===== src/rtl/cpu_seq_pkg.sv =====
// Shared constants for the multi-cycle cpu sequencer: FSM encoding, reset PC
// and the base opcodes used when building instruction words.
package cpu_seq_pkg;

  localparam logic [2:0] S_IDLE   = 3'd0;
  localparam logic [2:0] S_FETCH  = 3'd1;
  localparam logic [2:0] S_DECODE = 3'd2;
  localparam logic [2:0] S_EXEC   = 3'd3;
  localparam logic [2:0] S_MEM    = 3'd4;
  localparam logic [2:0] S_WB     = 3'd5;
  localparam logic [2:0] S_HALT   = 3'd6;

  localparam logic [31:0] DEFAULT_RESET_PC = 32'h0000_0000;

  localparam logic [6:0] OP_IMM    = 7'b0010011;
  localparam logic [6:0] OP_REG    = 7'b0110011;
  localparam logic [6:0] OP_STORE  = 7'b0100011;
  localparam logic [6:0] OP_BRANCH = 7'b1100011;

endpackage


===== src/rtl/cpu_sequencer_if.sv =====
// Shared instruction/data memory port; the sequencer is the master.
interface cpu_sequencer_if #(
  parameter int PC_W = 32
);
  logic            mem_req;
  logic            mem_is_data;
  logic [PC_W-1:0] mem_addr;
  logic            mem_ack;
  logic [31:0]     instr_in;

  modport master (
    output mem_req, mem_is_data, mem_addr,
    input  mem_ack, instr_in
  );

  modport slave (
    input  mem_req, mem_is_data, mem_addr,
    output mem_ack, instr_in
  );
endinterface


===== src/rtl/cpu_pc_unit.sv =====
// Program counter with hold / +4 / branch-target next-PC selection.
module cpu_pc_unit #(
  parameter int              PC_W     = 32,
  parameter logic [PC_W-1:0] RESET_PC = '0
) (
  input  logic            clk,
  input  logic            rst_n,
  input  logic            advance,
  input  logic            take_branch,
  input  logic [11:0]     imm12,
  output logic [PC_W-1:0] pc
);

  logic [PC_W-1:0] pc_q;
  logic [PC_W-1:0] pc_d;
  logic [PC_W-1:0] offset;

  // Word offset sign-extended to byte offset; sums wrap modulo 2^PC_W.
  assign offset = {{(PC_W-14){imm12[11]}}, imm12, 2'b00};

  always_comb begin
    pc_d = pc_q;
    if (advance) begin
      pc_d = take_branch ? (pc_q + offset) : (pc_q + PC_W'(4));
    end
  end

  always_ff @(posedge clk) begin
    if (!rst_n) begin
      pc_q <= RESET_PC;
    end else begin
      pc_q <= pc_d;
    end
  end

  assign pc = pc_q;

endmodule


===== src/rtl/cpu_sequencer.sv =====
// Multi-cycle fetch/decode/execute/mem/writeback sequencer around the
// combinational decoder and ALU; owns PC, IR and the shared memory port.
module cpu_sequencer
  import cpu_seq_pkg::*;
#(
  parameter int              PC_W     = 32,
  parameter logic [PC_W-1:0] RESET_PC = PC_W'(DEFAULT_RESET_PC)
) (
  input  logic                  clk,
  input  logic                  rst_n,
  input  logic                  run,
  cpu_sequencer_if.master       mem,
  output logic [31:0]           ir,
  input  logic                  dec_rf_we,
  input  logic                  dec_mem_we,
  input  logic                  dec_branch,
  input  logic [11:0]           dec_imm12,
  input  logic [31:0]           alu_result,
  input  logic                  alu_nonzero,
  output logic                  rf_we,
  output logic                  mem_we,
  output logic [PC_W-1:0]       pc,
  output logic [2:0]            state,
  output logic                  halted,
  output logic [31:0]           retired
);

  logic [2:0]      state_q, state_d;
  logic [31:0]     ir_q, ir_d;
  logic [PC_W-1:0] addr_q, addr_d;
  logic [31:0]     retired_q, retired_d;
  logic            advance;
  logic            take_branch;
  logic [2:0]      boundary_state;

  cpu_pc_unit #(
    .PC_W     (PC_W),
    .RESET_PC (RESET_PC)
  ) u_pc (
    .clk         (clk),
    .rst_n       (rst_n),
    .advance     (advance),
    .take_branch (take_branch),
    .imm12       (dec_imm12),
    .pc          (pc)
  );

  // Where to go once an instruction retires: stop cleanly if run dropped.
  assign boundary_state = run ? S_FETCH : S_IDLE;

  always_comb begin
    state_d         = state_q;
    ir_d            = ir_q;
    addr_d          = addr_q;
    retired_d       = retired_q;
    advance         = 1'b0;
    take_branch     = 1'b0;
    mem.mem_req     = 1'b0;
    mem.mem_is_data = 1'b0;
    mem.mem_addr    = pc;
    rf_we           = 1'b0;

    case (state_q)
      S_IDLE: begin
        if (run) state_d = S_FETCH;
      end
      S_FETCH: begin
        mem.mem_req = 1'b1;
        if (mem.mem_ack) begin
          ir_d    = mem.instr_in;
          state_d = S_DECODE;
        end
      end
      S_DECODE: begin
        if (!dec_rf_we && !dec_mem_we && !dec_branch) state_d = S_HALT;
        else                                           state_d = S_EXEC;
      end
      S_EXEC: begin
        addr_d = alu_result[PC_W-1:0];
        if (dec_mem_we) begin
          state_d = S_MEM;
        end else if (dec_rf_we) begin
          state_d = S_WB;
        end else begin
          advance     = 1'b1;
          take_branch = alu_nonzero;
          retired_d   = retired_q + 32'd1;
          state_d     = boundary_state;
        end
      end
      S_MEM: begin
        mem.mem_req     = 1'b1;
        mem.mem_is_data = 1'b1;
        mem.mem_addr    = addr_q;
        if (mem.mem_ack) begin
          advance   = 1'b1;
          retired_d = retired_q + 32'd1;
          state_d   = boundary_state;
        end
      end
      S_WB: begin
        rf_we     = 1'b1;
        advance   = 1'b1;
        retired_d = retired_q + 32'd1;
        state_d   = boundary_state;
      end
      S_HALT: begin
        state_d = S_HALT;
      end
      default: begin
        state_d = S_HALT;
      end
    endcase
  end

  always_ff @(posedge clk) begin
    if (!rst_n) begin
      state_q   <= S_IDLE;
      ir_q      <= 32'd0;
      addr_q    <= '0;
      retired_q <= 32'd0;
    end else begin
      state_q   <= state_d;
      ir_q      <= ir_d;
      addr_q    <= addr_d;
      retired_q <= retired_d;
    end
  end

  assign mem_we  = mem.mem_req & mem.mem_is_data;
  assign ir      = ir_q;
  assign state   = state_q;
  assign halted  = (state_q == S_HALT);
  assign retired = retired_q;

endmodule


===== src/flat_wrapper.sv =====
// flat-port wrapper written by rule: the top's interface ports become plain ports
module cpu_sequencer_flat import cpu_seq_pkg::*;
#(
  parameter int              PC_W     = 32,
  parameter logic [PC_W-1:0] RESET_PC = PC_W'(DEFAULT_RESET_PC)
)
  (clk, rst_n, run, ir, dec_rf_we, dec_mem_we, dec_branch, dec_imm12, alu_result, alu_nonzero, rf_we, mem_we, pc, state, halted, retired, mem_mem_req, mem_mem_is_data, mem_mem_addr, mem_mem_ack, mem_instr_in);
  cpu_sequencer_if #(.PC_W(PC_W)) mem_i ();
  input  logic clk;
  input  logic rst_n;
  input  logic run;
  output logic [31:0] ir;
  input  logic dec_rf_we;
  input  logic dec_mem_we;
  input  logic dec_branch;
  input  logic [11:0] dec_imm12;
  input  logic [31:0] alu_result;
  input  logic alu_nonzero;
  output logic rf_we;
  output logic mem_we;
  output logic [PC_W-1:0] pc;
  output logic [2:0] state;
  output logic halted;
  output logic [31:0] retired;
  output wire logic [$bits(mem_i.mem_req)-1:0] mem_mem_req;
  output wire logic [$bits(mem_i.mem_is_data)-1:0] mem_mem_is_data;
  output wire logic [$bits(mem_i.mem_addr)-1:0] mem_mem_addr;
  input wire logic [$bits(mem_i.mem_ack)-1:0] mem_mem_ack;
  input wire logic [$bits(mem_i.instr_in)-1:0] mem_instr_in;
  assign mem_mem_req = mem_i.mem_req;
  assign mem_mem_is_data = mem_i.mem_is_data;
  assign mem_mem_addr = mem_i.mem_addr;
  assign mem_i.mem_ack = mem_mem_ack;
  assign mem_i.instr_in = mem_instr_in;
  cpu_sequencer #(.PC_W(PC_W), .RESET_PC(RESET_PC)) u_core (.clk(clk), .rst_n(rst_n), .run(run), .mem(mem_i), .ir(ir), .dec_rf_we(dec_rf_we), .dec_mem_we(dec_mem_we), .dec_branch(dec_branch), .dec_imm12(dec_imm12), .alu_result(alu_result), .alu_nonzero(alu_nonzero), .rf_we(rf_we), .mem_we(mem_we), .pc(pc), .state(state), .halted(halted), .retired(retired));
endmodule

===== config.mk =====
export PLATFORM = sky130hd
export DESIGN_NAME = cpu_sequencer_flat
export DESIGN_NICKNAME = d
export VERILOG_FILES = /design/src/rtl/cpu_seq_pkg.sv /design/src/rtl/cpu_sequencer_if.sv /design/src/rtl/cpu_pc_unit.sv /design/src/rtl/cpu_sequencer.sv /design/src/flat_wrapper.sv
export SDC_FILE = /design/constraint.sdc
export NUM_CORES = 1
export LEC_CHECK = 0
export BUFFER_PORTS_ARGS = -buffer_cell sky130_fd_sc_hd__buf_4
export CORE_ASPECT_RATIO = 0.9
export CORE_UTILIZATION = 53
export DETAILED_ROUTE_END_ITERATION = 12
export PLACE_DENSITY = 0.84
export REMOVE_ABC_BUFFERS = 1
export SKIP_LAST_GASP = 1
export SYNTH_ARGS = -nofsm -noshare
export SYNTH_HDL_FRONTEND = slang
export SYNTH_HIERARCHICAL = 1
export SYNTH_SLANG_ARGS = --single-unit

===== constraint.sdc =====
create_clock -name clk -period 4.5 [get_ports clk]
set_input_delay 0.45 -clock clk [delete_from_list [all_inputs] [get_ports clk]]
set_output_delay 0.45 -clock clk [all_outputs]
set_load 0.02 [all_outputs]

==> metrics.md, run 1 <==
| Metric | Value |
|---|---|
| Total internal power | around 2200 µW |
| Unrepaired setup endpoints after global routing | no |
| Floorplan row count | 40 |
| Count of unresolved DRC violations after routing | 0 |
| Sequential cell area fraction in the yosys report | between 30% and 40% |
| Logic depth of the worst register-to-register path | 11 |
| Chip Width | ~130 µm |
| Post-CTS Resized | 0 |
| Proportion of power drawn by the clock network | 49.0% |
| Cell leakage power | 0.00397 µW |
| Pin count of the biggest net entering global routing | between 50 and 60 |
| Highest-count cells in the layout ignoring fill and taps | sky130_fd_sc_hd__buf_4 (224), sky130_fd_sc_hd__nand2_1 (191), sky130_fd_sc_hd__dfxtp_1 (129), sky130_fd_sc_hd__a21oi_1 (108), sky130_fd_sc_hd__nor2_1 (40) |
| Total count of hold-check failures in the final report | 0 |
| Final GP Congestion | around 0.95 |
| Register share of total power | between 40% and 50% |
| Post-route standard cell area excluding fillers | around 9600 µm² |
| Most heavily used metal layer in global routing | met2 |
| Worst setup slack for register-to-register paths | ~0.70 ns |
| Path category of the worst min-delay check | primary input to flop |
| Worst Setup End Kind | flop |
| HPWL after detailed placement | roughly 14,000 µm |
| Combined flip-flop and latch cell area | 2580 µm² |
| Endpoint of the lowest-slack register-to-register path | u_core/u_pc/pc[30]$_SDFFE_PN0P_ |
| Num Clock Sinks | 129 |
| Level count of the clock H-tree | 4 |
| Initial standard-cell utilization of the core | between 50% and 60% |
| Total number of vias | 7,634 |
| DIE AREA | between 10,000 and 15,000 µm² |
| Root Driver | sky130_fd_sc_hd__clkbuf_16 |
| Transition time of the tightest slew-check pin | ~1.1 ns |
| Total GRT Usage | between 20% and 30% |
| Detailed-route wire length per cell | approximately 16 µm |
| Delay of the slowest critical-path stage | 0.69 ns |
| Share of the cycle needed by the critical path after routing | ~85% |
| Final slew viol count | 0 |
| Number of warnings printed during yosys synthesis | 6 |
| Flop and latch count out of synthesis | 129 |
| Final-stage net count | about 1,200 |
| Post-CTS setup-driven buffer insertion count | 0 |
| Critical Path Source Type | flop |
| Layout cell share with drive strength beyond 1 | about 28% |
| Result of the run | complete, no violations |
| Final setup violating endpoints | 0 |
| Proportion of power drawn by combinational gates | roughly 9.9% |
| DRC violation total after the first TritonRoute iteration | approximately 730 |
| Achievable Freq | around 260 MHz |
| Post-detailed-route count of antenna-violating nets | 0 |
| Area of the multi-input gates | ~4500 µm² |
| Bufs on Longest Clock Path | 2 |
| Total of buffers placed on input and output ports | approximately 220 |
| Cell at the slowest stage of the critical path | sky130_fd_sc_hd__dfxtp_1 |
| Max IR drop VDD | 0.347 mV |
| Number of primary I/O pins | between 200 and 250 |
| Crit path to | u_core/u_pc/pc[30]$_SDFFE_PN0P_ |
| Most frequent standard cell in the layout excluding fill and tap cells | sky130_fd_sc_hd__buf_4 |
| Worst endpoint required time | approximately 4.9 ns |
| Number of max-cap violations | 0 |
| Global-route wire length before repair | between 30,000 and 40,000 µm |
| Psw | 699 µW |
| Core utilization of the finished layout | a little under three quarters |
| Final Routed Wirelength | approximately 21,000 µm |
| Slew margin rel. | approximately 27% |
| Async SR Flop Fraction | 0% |
| R2r startpoint | u_core/state[0]$_SDFFE_PN0P_ |
| Critical path peak fanout | 12 |
| Met3 track demand over resource | between 8 and 9% |
| Global route total overflow | 0 |
| Switching part of the total power | around a quarter |
| Critical Path Source | u_core/state[0]$_SDFFE_PN0P_ |
| Final Power | 2930 µW |
| Critical path start-end classification | flop to flop |
| Fill cell instance count of the final layout | roughly 1,100 |
| Layout area overhead | 30.2% |
| Vias in the first global route | ~6,900 |
| Unique masters post-synth | ~80 |
| Number of synthesized flops with an enable pin | 0 |
| Cell area after technology mapping | between 7000 and 8000 µm² |
| Skew-Pair Late Insertion Delay | roughly 0.42 ns |
| CTS tree | yes |
| Antenna cell count | 0 |
| Clock slew at the register clock pins of the worst setup and hold paths | 0.06 ns |
| Shortest clock period the worst path allows after layout | between 3 and 4 ns |
| Fin Setup TNS | 0 ns |
| Crit-path cells | nand3b_4 > nor3_1 > nand2_1 > fa_1 > and2b_1 > o31ai_1 > o21a_1 > o32a_4 > or4b_4 > a21o_1 > a21oi_2 |
| Core Area | ~14,000 µm² |
| Vias per std cell | 5.89 |
| Hold_buf cts | 0 |
| TritonCTS Buffers | 17 |
| Total cell area at the placement stage | around 9000 µm² |
| Most used DFF post-synth | sky130_fd_sc_hd__dfxtp_1 |
| Antenna violations before repair | 0 |
| Met2 capacity usage during global routing | between 40% and 50% |
| Synthesized instance count | 939 |
| Clock tree skew after final layout | 0.00754 ns |
| Die Y-Extent | between 100 and 150 µm |
| Synthesized area per cell | 7.88 µm² |
| Global routing met1 resource utilization | a little under two fifths |
| First-pass DRT Iterations | 5 |
| Crit path arrival time | roughly 4.2 ns |
| Power density relative to cell area | 303 nW/µm² |
==> cell usage after synthesis, drive strengths merged, types with 6 or more instances <==
cell | instances | area share, %
a21o | 7 | 0.71
buf | 17 | 1.3
ha | 12 | 2.0
or3 | 10 | 0.88
o21a | 6 | 0.61
mux2i | 37 | 5.0
and3 | 17 | 1.5
xnor2 | 8 | 0.95
nand4 | 20 | 1.7
o21ai | 14 | 0.95
and2 | 15 | 1.3
nand3 | 33 | 2.3
a2111oi | 7 | 1.2
nor4 | 9 | 0.76
nand2b | 25 | 2.2
o31ai | 15 | 1.5
nand2 | 192 | 9.8
inv | 15 | 0.76
mux2 | 36 | 5.5
nor3 | 23 | 1.6
or4 | 19 | 2.0
dfxtp | 129 | 35
nor2 | 43 | 2.2
clkbuf | 51 | 2.6
a21oi | 109 | 7.4
==> power groups by stage <==
stage,Sequential [µW],Combinational (µW),Clock [µW]
floorplan,1250,114,0
global placement,1220,286,0
detailed placement,1230,289,0
CTS,1200,290,1450
global route,1200,314,1510
finish,1200,290,1430
==> state kept, by name, summed over array words and instances (netlist names) <==
signal and count:
u_core/ir 32, u_core/retired 32, u_core/addr_q 32, u_core/state 3, u_core/u_pc/pc 30
==> final cells by class <==
type,count,area share (%)
well taps,168,2.18
multi-input cells,728,46.6
clock inverters,9,1.34
clock buffers,23,5.06
flip-flops and latches,129,26.8
inverters,15,0.584
repair buffers,224,17.4
==> worst max-delay path, delay by kind of cell, from the launching register on <==
kind            cells  cell delay (ns)
fa+ha+maj           1             0.47
compound gates      5             1.10
simple gates        5             1.47
flops               1             0.69
==> cell families (layout without fill, tap and decap cells) <==
group	count (synthesis)	count (layout)	share of synthesized area (%)
XOR/XNOR	13	13	1.54
adder cells (fa/ha/maj)	13	13	2.30
AND/OR/NAND/NOR	432	432	29.2
other	1	2	0.0507
flip-flops	129	129	34.9
buffers and inverters	83	271	4.68
AO/OA/AOI/OAI	195	195	16.9
multiplexers	73	73	10.5
==> worst min path at each step <==
| stage | depth (start not counted) | slack [ns] | start | to |
|---|---|---|---|---|
| 2_1_floorplan | 2 | 0.43 | u_core/addr_q[0]$_SDFFE_PN0P_ | u_core/addr_q[0]$_SDFFE_PN0P_ |
| 3_3_place_gp | 2 | 0.44 | u_core/addr_q[30]$_SDFFE_PN0P_ | u_core/addr_q[30]$_SDFFE_PN0P_ |
| 3_5_place_dp | 2 | 0.44 | u_core/addr_q[2]$_SDFFE_PN0P_ | u_core/addr_q[2]$_SDFFE_PN0P_ |
| 4_1_cts | 3 | 0.26 | alu_result[26] | u_core/addr_q[26]$_SDFFE_PN0P_ |
| 5_1_grt | 3 | 0.26 | alu_result[26] | u_core/addr_q[26]$_SDFFE_PN0P_ |
| 6_report | 3 | 0.27 | mem_instr_in[29] | u_core/ir[29]$_SDFFE_PN0P_ |
==> metal layers <==
| layer | part of all wire (%) | vias up |
|---|---|---|
| li1 | - | 3706 |
| met1 | 44 | 3558 |
| met2 | 45 | 336 |
| met3 | 8.3 | 34 |
| met4 | 2.0 | 0 |
| met5 | 0 | - |
==> stage by stage <==
| step | std cells | worst slack [ns] | hold slack [ns] |
|---|---|---|---|
| after CTS | 1296 | 0.731 | 0.263 |
| after global placement | 1264 | 0.725 | 0.440 |
| after detailed placement | 1264 | 0.640 | 0.445 |
| after floorplan | 872 | 0.391 | 0.433 |
| after global routing | 1296 | 0.304 | 0.257 |
| final | 1296 | 0.696 | 0.274 |
(Power assumes the default switching activity.)
==> inputs of run 2 (changes only) <==
--- a/config.mk
+++ b/config.mk
@@ -7,9 +7,9 @@
 export LEC_CHECK = 0
 export BUFFER_PORTS_ARGS = -buffer_cell sky130_fd_sc_hd__buf_4
 export CORE_ASPECT_RATIO = 0.9
-export CORE_UTILIZATION = 53
+export CORE_UTILIZATION = 47
 export DETAILED_ROUTE_END_ITERATION = 12
-export PLACE_DENSITY = 0.84
+export PLACE_DENSITY = 0.79
 export REMOVE_ABC_BUFFERS = 1
 export SKIP_LAST_GASP = 1
 export SYNTH_ARGS = -nofsm -noshare
==> constraint.sdc (replaced) <==
create_clock -name clk -period 3.25 [get_ports clk]
set_input_delay 0.325 -clock clk [delete_from_list [all_inputs] [get_ports clk]]
set_output_delay 0.325 -clock clk [all_outputs]
set_load 0.02 [all_outputs]
==> run 2 against run 1 <==
Compared with the run above: via count rose by 2.9%; clock power is 33% higher; register-to-register slack got worse by 0.54 ns; die area is 13% higher; cell count grew 5.9%; sequential share of layout area down 0.99 points; utilization shrank 6.2 points; non-clock buffer count up 42; critical endpoint unchanged; largest cell class unchanged.
==> metrics.md, run 2 (same netlist as run 1, synthesis figures left out) <==
| Metric | Value |
|---|---|
| Result of the run | complete, no violations |
| Highest-count cells in the layout ignoring fill and taps | sky130_fd_sc_hd__buf_4 (264), sky130_fd_sc_hd__nand2_1 (191), sky130_fd_sc_hd__dfxtp_1 (126), sky130_fd_sc_hd__a21oi_1 (107), sky130_fd_sc_hd__nor2_1 (40) |
| Total number of vias | 7,855 (+2.9%) |
| Crit path arrival time | 3.46 ns (-0.69 ns) |
| Total GRT Usage | 27.5% (-1.9 points) |
| Vias in the first global route | 7,140 (+3.2%) |
| Hold_buf cts | 0 (unchanged) |
| Global-route wire length before repair | 35,500 µm (+4.7%) |
| Achievable Freq | 323 MHz (+23%) |
| Detailed-route wire length per cell | 16.5 µm (+0.49%) |
| First-pass DRT Iterations | 5 (unchanged) |
| Final GP Congestion | 0.932 (-2.4%) |
| Path category of the worst min-delay check | primary input to flop |
| Final setup violating endpoints | 0 (unchanged) |
| Critical Path Source Type | flop |
| Initial standard-cell utilization of the core | 48.1% (-6.7 points) |
| Post-route standard cell area excluding fillers | 10,000 µm² (+4.0%) |
| Cell leakage power | 0.00416 µW (+4.7%) |
| Final-stage net count | 1,254 (+3.5%) |
| Final slew viol count | 0 (unchanged) |
| Num Clock Sinks | 129 (unchanged) |
| Hold Slack | 0.143 ns (-0.131 ns) |
| Antenna violations before repair | 0 (unchanged) |
| Launch point of the worst hold path | alu_result[25] |
| Total count of hold-check failures in the final report | 0 (unchanged) |
| Critical path peak fanout | 4 (-8) |
| Share of the cycle needed by the critical path after routing | 95.1% (+11 points) |
| Bufs on Longest Clock Path | 2 (unchanged) |
| Power density relative to cell area | 398 nW/µm² (+31%) |
| PnR worst setup slack | 0.158 ns (-0.538 ns) |
| Chip Width | 134 µm (+6.1%) |
| Die Y-Extent | 121 µm (+6.1%) |
| Fin Setup TNS | 0 ns (unchanged) |
| Shortest clock period the worst path allows after layout | 3.09 ns (-0.712 ns) |
| HPWL after detailed placement | 15,500 µm (+8.7%) |
| Count of unresolved DRC violations after routing | 0 (unchanged) |
| Number of primary I/O pins | 220 (unchanged) |
| Final Routed Wirelength | 22,600 µm (+6.4%) |
| Combined flip-flop and latch cell area | 2590 µm² (+0.15%) |
| Root Driver | sky130_fd_sc_hd__clkbuf_16 |
| Worst Setup End Kind | flop |
| Post-CTS setup-driven buffer insertion count | 0 (unchanged) |
| Layout area overhead | 35.4% |
| DRC violation total after the first TritonRoute iteration | 677 (-7.5%) |
| TritonCTS Buffers | 17 (unchanged) |
| Delay of the slowest critical-path stage | 0.52 ns (-0.17 ns) |
| R2r startpoint | u_core/state[2]$_SDFFE_PN0P_ |
| Unrepaired setup endpoints after global routing | no |
| Fill cell instance count of the final layout | 1,357 (+23%) |
| Max IR drop VDD | 0.385 mV (+11%) |
| Antenna cell count | 0 (unchanged) |
| Slew margin rel. | 38.9% (+12 points) |
| Clock slew at the register clock pins of the worst setup and hold paths | 0.06 ns (about the same) |
| CTS tree | yes |
| Place WS | -0.180 ns (-0.820 ns) |
| Total cell area at the placement stage | 9410 µm² (+4.2%) |
| Total of buffers placed on input and output ports | 217 (unchanged) |
| Most frequent standard cell in the layout excluding fill and tap cells | sky130_fd_sc_hd__buf_4 |
| Floorplan row count | 43 (+7.5%) |
| Global route total overflow | 0 (unchanged) |
| Pin count of the biggest net entering global routing | 44 (-24%) |
| Worst endpoint required time | 3.61 ns (-1.24 ns) |
| Level count of the clock H-tree | 4 (unchanged) |
| Clock tree skew after final layout | 0.00667 ns (-0.000879 ns) |
| Area of the multi-input gates | 4520 µm² (+0.61%) |
| Skew-Pair Late Insertion Delay | 0.42 ns (about the same) |
| Cell at the slowest stage of the critical path | sky130_fd_sc_hd__or4b_4 |
| Number of max-cap violations | 0 (unchanged) |
| Final Power | 3990 µW (+36%) |
| Post-detailed-route count of antenna-violating nets | 0 (unchanged) |
| Crit-path cells | nand3b_4 > nor3_2 > buf_4 > or2b_1 > ha_1 > inv_1 > fa_2 > and2b_1 > o31ai_2 > o21a_1 > o32a_4 > or4b_4 > a21o_1 > a21oi_2 |
| Critical path start-end classification | flop to flop |
| Transition time of the tightest slew-check pin | 0.915 ns (-0.180 ns) |
| Critical Path Source | u_core/state[2]$_SDFFE_PN0P_ |
| Vias per std cell | 5.73 (-2.8%) |
| DIE AREA | 16,300 µm² (+13%) |
| Layout cell share with drive strength beyond 1 | 31.7% (+3.5 points) |
| Core Area | 15,400 µm² (+14%) |
==> run 2: worst max-delay path, delay by kind of cell, from the launching register on <==
family          cells  cell delay [ns]
fa+ha+maj           2             0.48
flops               1             0.32
simple gates        5             1.05
compound gates      5             0.97
buf+inv             2             0.20
==> run 2: final timing paths <==
kind | end | slack [ns] | cells past startpoint
min | u_core/addr_q[25]$_SDFFE_PN0P_ | 0.14 | 3
max | u_core/u_pc/pc[30]$_SDFFE_PN0P_ | 0.16 | 14
min reg2reg | u_core/addr_q[26]$_SDFFE_PN0P_ | 0.45 | 2
max reg2reg | u_core/u_pc/pc[30]$_SDFFE_PN0P_ | 0.16 | 14
==> run 2: final cells by class <==
cell class	count	area share (%)
multi-input cells	728	45.1
flip-flops and latches	129	25.8
repair buffers	266	20.2
clock buffers	17	4.24
well taps	202	2.52
clock inverters	15	1.60
inverters	15	0.562
==> run 2: repair_timing <==
item / in CTS / in global routing
resized for setup: 0 / 10
hold endpoints to repair: 0 / 0
endpoints found under the setup margin: 0 / 8
==> run 2: per-layer routing <==
layer | track usage, % | up-vias | share of wire, %
li1 | - | 3796 | -
met1 | 35.0 | 3687 | 44
met2 | 45.6 | 339 | 47
met3 | 6.77 | 33 | 7.4
met4 | 8.78 | 0 | 1.7
met5 | 0 | - | 0
==> run 2: through the flow <==
step	utilization, %	std cells
detailed placement	61.1	1340
floorplan	-	872
CTS	64.9	1372
global placement	61.1	1340
global route	65.1	1372
finish	65.1	1372
==> run 2: power breakdown <==
group | total [µW] | internal [µW] | switching, µW
Clock | 1900 | 1140 | 767
Combinational | 438 | 187 | 251
Sequential | 1650 | 1630 | 25.4
==> inputs of run 3 (changes only) <==
--- a/config.mk
+++ b/config.mk
@@ -14,5 +14,4 @@
 export SKIP_LAST_GASP = 1
 export SYNTH_ARGS = -nofsm -noshare
 export SYNTH_HDL_FRONTEND = slang
-export SYNTH_HIERARCHICAL = 1
 export SYNTH_SLANG_ARGS = --single-unit
==> run 3 against run 2 <==
Compared with the run above: register-to-register slack worse by 0.04 ns; via count is 14% lower; maximum frequency is 1.3% lower; clock power shrank 5%; synthesized area shrank 4.7%; setup slack lost 0.041 ns; critical endpoint is now u_core.u_pc.pc[23]$_SDFFE_PN0P_.
==> metrics.md, run 3 <==
| Metric | Value |
|---|---|
| Result of the run | complete, no violations |
| Vias per std cell | 5.31 (-7.3%) |
| Instance count along the most critical hold path | 3 (unchanged) |
| Cell area after technology mapping | 7050 µm² (-4.7%) |
| Psw | 842 µW (-19%) |
| DRC violation total after the first TritonRoute iteration | 478 (-29%) |
| Adder and majority cell fraction of the synthesized area | 2.59% (+0.29 points) |
| Share of the cycle needed by the critical path after routing | 96.4% (+1.3 points) |
| DIE AREA | 15,500 µm² (-4.7%) |
| Die Y-Extent | 118 µm (-2.4%) |
| Achievable Freq | 319 MHz (-1.3%) |
| Number of primary I/O pins | 220 (unchanged) |
| Critical Path Source Type | flop |
| Antenna violations before repair | 0 (unchanged) |
| Area fraction of the dominant cell type after synthesis | 36.6% (+1.7 points) |
| Async SR Flop Fraction | 0% (unchanged) |
| CTS tree | yes |
| Num Clock Sinks | 129 (unchanged) |
| Skew-Pair Late Insertion Delay | 0.41 ns (about the same) |
| Crit path arrival time | 3.47 ns (about the same) |
| Bufs on Longest Clock Path | 2 (unchanged) |
| Number of synthesized flops with an enable pin | 0 (unchanged) |
| Layout cell share with drive strength beyond 1 | 31.8% (+0.11 points) |
| Switching part of the total power | 22.4% (-3.8 points) |
| Core Area | 14,700 µm² (-4.7%) |
| Area contributors post-synth | sky130_fd_sc_hd__dfxtp_1 (37%), sky130_fd_sc_hd__nand2_1 (9.4%), sky130_fd_sc_hd__a21boi_0 (8.3%), sky130_fd_sc_hd__xnor2_1 (4.7%), sky130_fd_sc_hd__mux2_2 (4.6%) |
| Highest-count cells in the layout ignoring fill and taps | sky130_fd_sc_hd__buf_4 (246), sky130_fd_sc_hd__nand2_1 (176), sky130_fd_sc_hd__dfxtp_1 (129), sky130_fd_sc_hd__a21boi_0 (78), sky130_fd_sc_hd__and2_1 (52) |
| Most repeated library cell on the critical path | sky130_fd_sc_hd__buf_4 |
| Worst Hold End | u_core.addr_q[7]$_SDFFE_PN0N_ |
| Delay of the slowest critical-path stage | 0.33 ns (-0.19 ns) |
| Final Power | 3770 µW (-5.6%) |
| Global-route wire length before repair | 31,100 µm (-12%) |
| Unique masters post-synth | 70 (-11%) |
| Final setup violating endpoints | 0 (unchanged) |
| Number of warnings printed during yosys synthesis | 0 (-6) |
| Hold_buf cts | 0 (unchanged) |
| Path category of the worst min-delay check | primary input to flop |
| Cell at the slowest stage of the critical path | sky130_fd_sc_hd__dfxtp_1 |
| Shortest clock period the worst path allows after layout | 3.13 ns (+0.0408 ns) |
| Area share of xor/xnor cells in the synthesized design | 5.59% (+4.1 points) |
| R2r startpoint | u_core.state[2]$_SDFFE_PN0P_ |
| Floorplan row count | 42 (-2.3%) |
| Chip Width | 131 µm (-2.4%) |
| Crit-path cells | and3b_2 > and3_1 > buf_4 > and2_1 > ha_1 > buf_4 > nand3_1 > nor2_1 > o21ai_2 > buf_4 > a21oi_1 > buf_4 > a21oi_1 > or3_1 > a21boi_0 |
| Most used DFF post-synth | sky130_fd_sc_hd__dfxtp_1 |
| Critical path peak fanout | 10 (+6) |
| Total GRT Usage | 24.8% (-2.7 points) |
| Total of buffers placed on input and output ports | 217 (unchanged) |
| Root Driver | sky130_fd_sc_hd__clkbuf_16 |
| Share of cell area taken by muxes after synthesis | 5.48% (-5.0 points) |
| Power density relative to cell area | 393 nW/µm² (-1.3%) |
| HPWL after detailed placement | 13,300 µm (-14%) |
| Logic depth of the worst register-to-register path | 15 (+1) |
| Clock slew at the register clock pins of the worst setup and hold paths | 0.05 ns (about the same) |
| Proportion of power drawn by combinational gates | 8.5% (-2.5 points) |
| Largest area contributor in the synthesized netlist | sky130_fd_sc_hd__dfxtp_1 |
| Combinational family with the most area after synthesis | simple AND/OR/NAND/NOR gates |
| Initial standard-cell utilization of the core | 48.1% (about the same) |
| Cell leakage power | 0.00409 µW (-1.6%) |
| Most instantiated library cell after synthesis | sky130_fd_sc_hd__nand2_1 |
| Clock tree skew after final layout | 0.00666 ns (-0.00000300 ns) |
| Final Routed Wirelength | 19,100 µm (-15%) |
| Worst Setup End Kind | flop |
| Proportion of power drawn by the clock network | 48.2% (+0.5 points) |
| Launch point of the worst hold path | alu_result[7] |
| Area fraction in compound gates after synthesis | 17.7% (+0.77 points) |
| Final-stage net count | 1,165 (-7.1%) |
| Detailed-route wire length per cell | 15.0 µm (-9.1%) |
| First-pass DRT Iterations | 6 (+1) |
| Worst endpoint required time | 3.59 ns (-0.02 ns) |
| Level count of the clock H-tree | 4 (unchanged) |
| Post-detailed-route count of antenna-violating nets | 0 (unchanged) |
| Vias in the first global route | 6,303 (-12%) |
| Synthesized area per cell | 8.22 µm² (+4.2%) |
| Total number of vias | 6,770 (-14%) |
| Flop and latch count out of synthesis | 129 (unchanged) |
| Number of max-cap violations | 0 (unchanged) |
| Max IR drop VDD | 0.330 mV (-14%) |
| Synthesized-area fraction occupied by and/or/nand/nor cells | 28.1% (-1.0 points) |
| Count of unresolved DRC violations after routing | 0 (unchanged) |
| Critical path start-end classification | flop to flop |
| Total count of hold-check failures in the final report | 0 (unchanged) |
| Global route total overflow | 0 (unchanged) |
| Cell types with the highest counts after synthesis | sky130_fd_sc_hd__nand2_1 (176), sky130_fd_sc_hd__dfxtp_1 (129), sky130_fd_sc_hd__a21boi_0 (78) |
| Slew margin rel. | 52.0% (+13 points) |
| Total internal power | 2930 µW (-0.77%) |
| Synthesized instance count | 858 (-8.6%) |
| Pin count of the biggest net entering global routing | 72 (+64%) |
| Transition time of the tightest slew-check pin | 0.720 ns (-0.194 ns) |
| Layout area overhead | 35.9% |
| TritonCTS Buffers | 17 (unchanged) |
| Final slew viol count | 0 (unchanged) |
| Final GP Congestion | 0.881 (-5.4%) |
| Register share of total power | 43.3% (+1.9 points) |
| Fin Setup TNS | 0 ns (unchanged) |
| Worst setup slack for register-to-register paths | 0.12 ns (-0.04 ns) |
| Antenna cell count | 0 (unchanged) |
| Most frequent standard cell in the layout excluding fill and tap cells | sky130_fd_sc_hd__buf_4 |
| Sequential cell area fraction in the yosys report | 36.6% (+1.7 points) |
| Endpoint of the lowest-slack register-to-register path | u_core.u_pc.pc[23]$_SDFFE_PN0P_ |
-- run 3: final cells by class --
class	instances	area, µm²
Clock buffer	24	472
Inverter	8	30.0
Multi-Input combinational cell	664	4300
Timing Repair Buffer	247	1870
Clock inverter	6	82.6
Fill cell	1263	5080
Sequential cell	129	2580
Tap cell	198	248
-- run 3: how the worst max path moves through the flow --
stage	from	endpoint	slack, ns	cells after the start
after floorplan	u_core.state[1]$_SDFFE_PN0P_	u_core.u_pc.pc[18]$_SDFFE_PN0P_	-0.79	13
final	u_core.state[2]$_SDFFE_PN0P_	u_core.u_pc.pc[23]$_SDFFE_PN0P_	0.12	15
after detailed placement	dec_rf_we	u_core.u_pc.pc[27]$_SDFFE_PN0P_	-0.04	14
after global routing	u_core.state[2]$_SDFFE_PN0P_	u_core.u_pc.pc[25]$_SDFFE_PN0P_	-0.03	16
after CTS	u_core.state[2]$_SDFFE_PN0P_	u_core.u_pc.pc[27]$_SDFFE_PN0P_	0.01	13
after global placement	dec_rf_we	u_core.u_pc.pc[27]$_SDFFE_PN0P_	0.07	14
-- run 3: worst max-delay path, delay by kind of cell (launching register included) --
family                     cells  cell delay [ns]
AOI/OAI and AO/OA              4             0.61
adders and majority gates      1             0.31
buffers and inverters          4             0.67
DFF                            1             0.33
and+or+nand+nor                6             1.12
-- run 3: cells by family after synthesis --
logic type | Yosys count
AOI/OAI and AO/OA | 176
xor gates and xnor gates | 45
adders and majority gates | 14
buffers and inverters | 66
DFF | 129
muxes | 35
other | 1
and+or+nand+nor | 392
-- run 3: what timing repair did --
item                                    CTS  global route
setup buffers                             1             2
resized for setup                         1            16
pin swaps                                 2             5
hold endpoints to repair                  0             0
endpoints found under the setup margin    3            18
-- run 3: metal layers --
metal  global-route usage, %  up-vias  wire, µm
met2                    40.8      232      9110
met5                       0        -         0
met3                    6.78       29      1190
met4                    7.13        0       308
met1                    31.6     3128      8510
li1                        -     3381         -
-- run 3: power by group through the flow --
| stage | Combinational (µW) | Sequential, µW | Clock (µW) |
|---|---|---|---|
| floorplan | 102 | 1700 | 0 |
| global placement | 319 | 1660 | 0 |
| detailed placement | 321 | 1660 | 0 |
| CTS | 323 | 1630 | 1850 |
| global route | 349 | 1630 | 1930 |
| finish | 321 | 1630 | 1810 |
-- run 3: stage by stage --
step | setup WS, ns | hold slack, ns | cell area [µm²] | util, % | std cells
final | 0.118 | 0.166 | 9580 | 65.3 | 1276
after global routing | -0.0268 | 0.158 | 9580 | 65.3 | 1276
after CTS | 0.00997 | 0.157 | 9490 | 64.7 | 1274
after detailed placement | -0.0438 | 0.455 | 8920 | 60.9 | 1243
after global placement | 0.0702 | 0.447 | 8920 | 60.9 | 1243
after floorplan | -0.792 | 0.439 | 6810 | - | 801
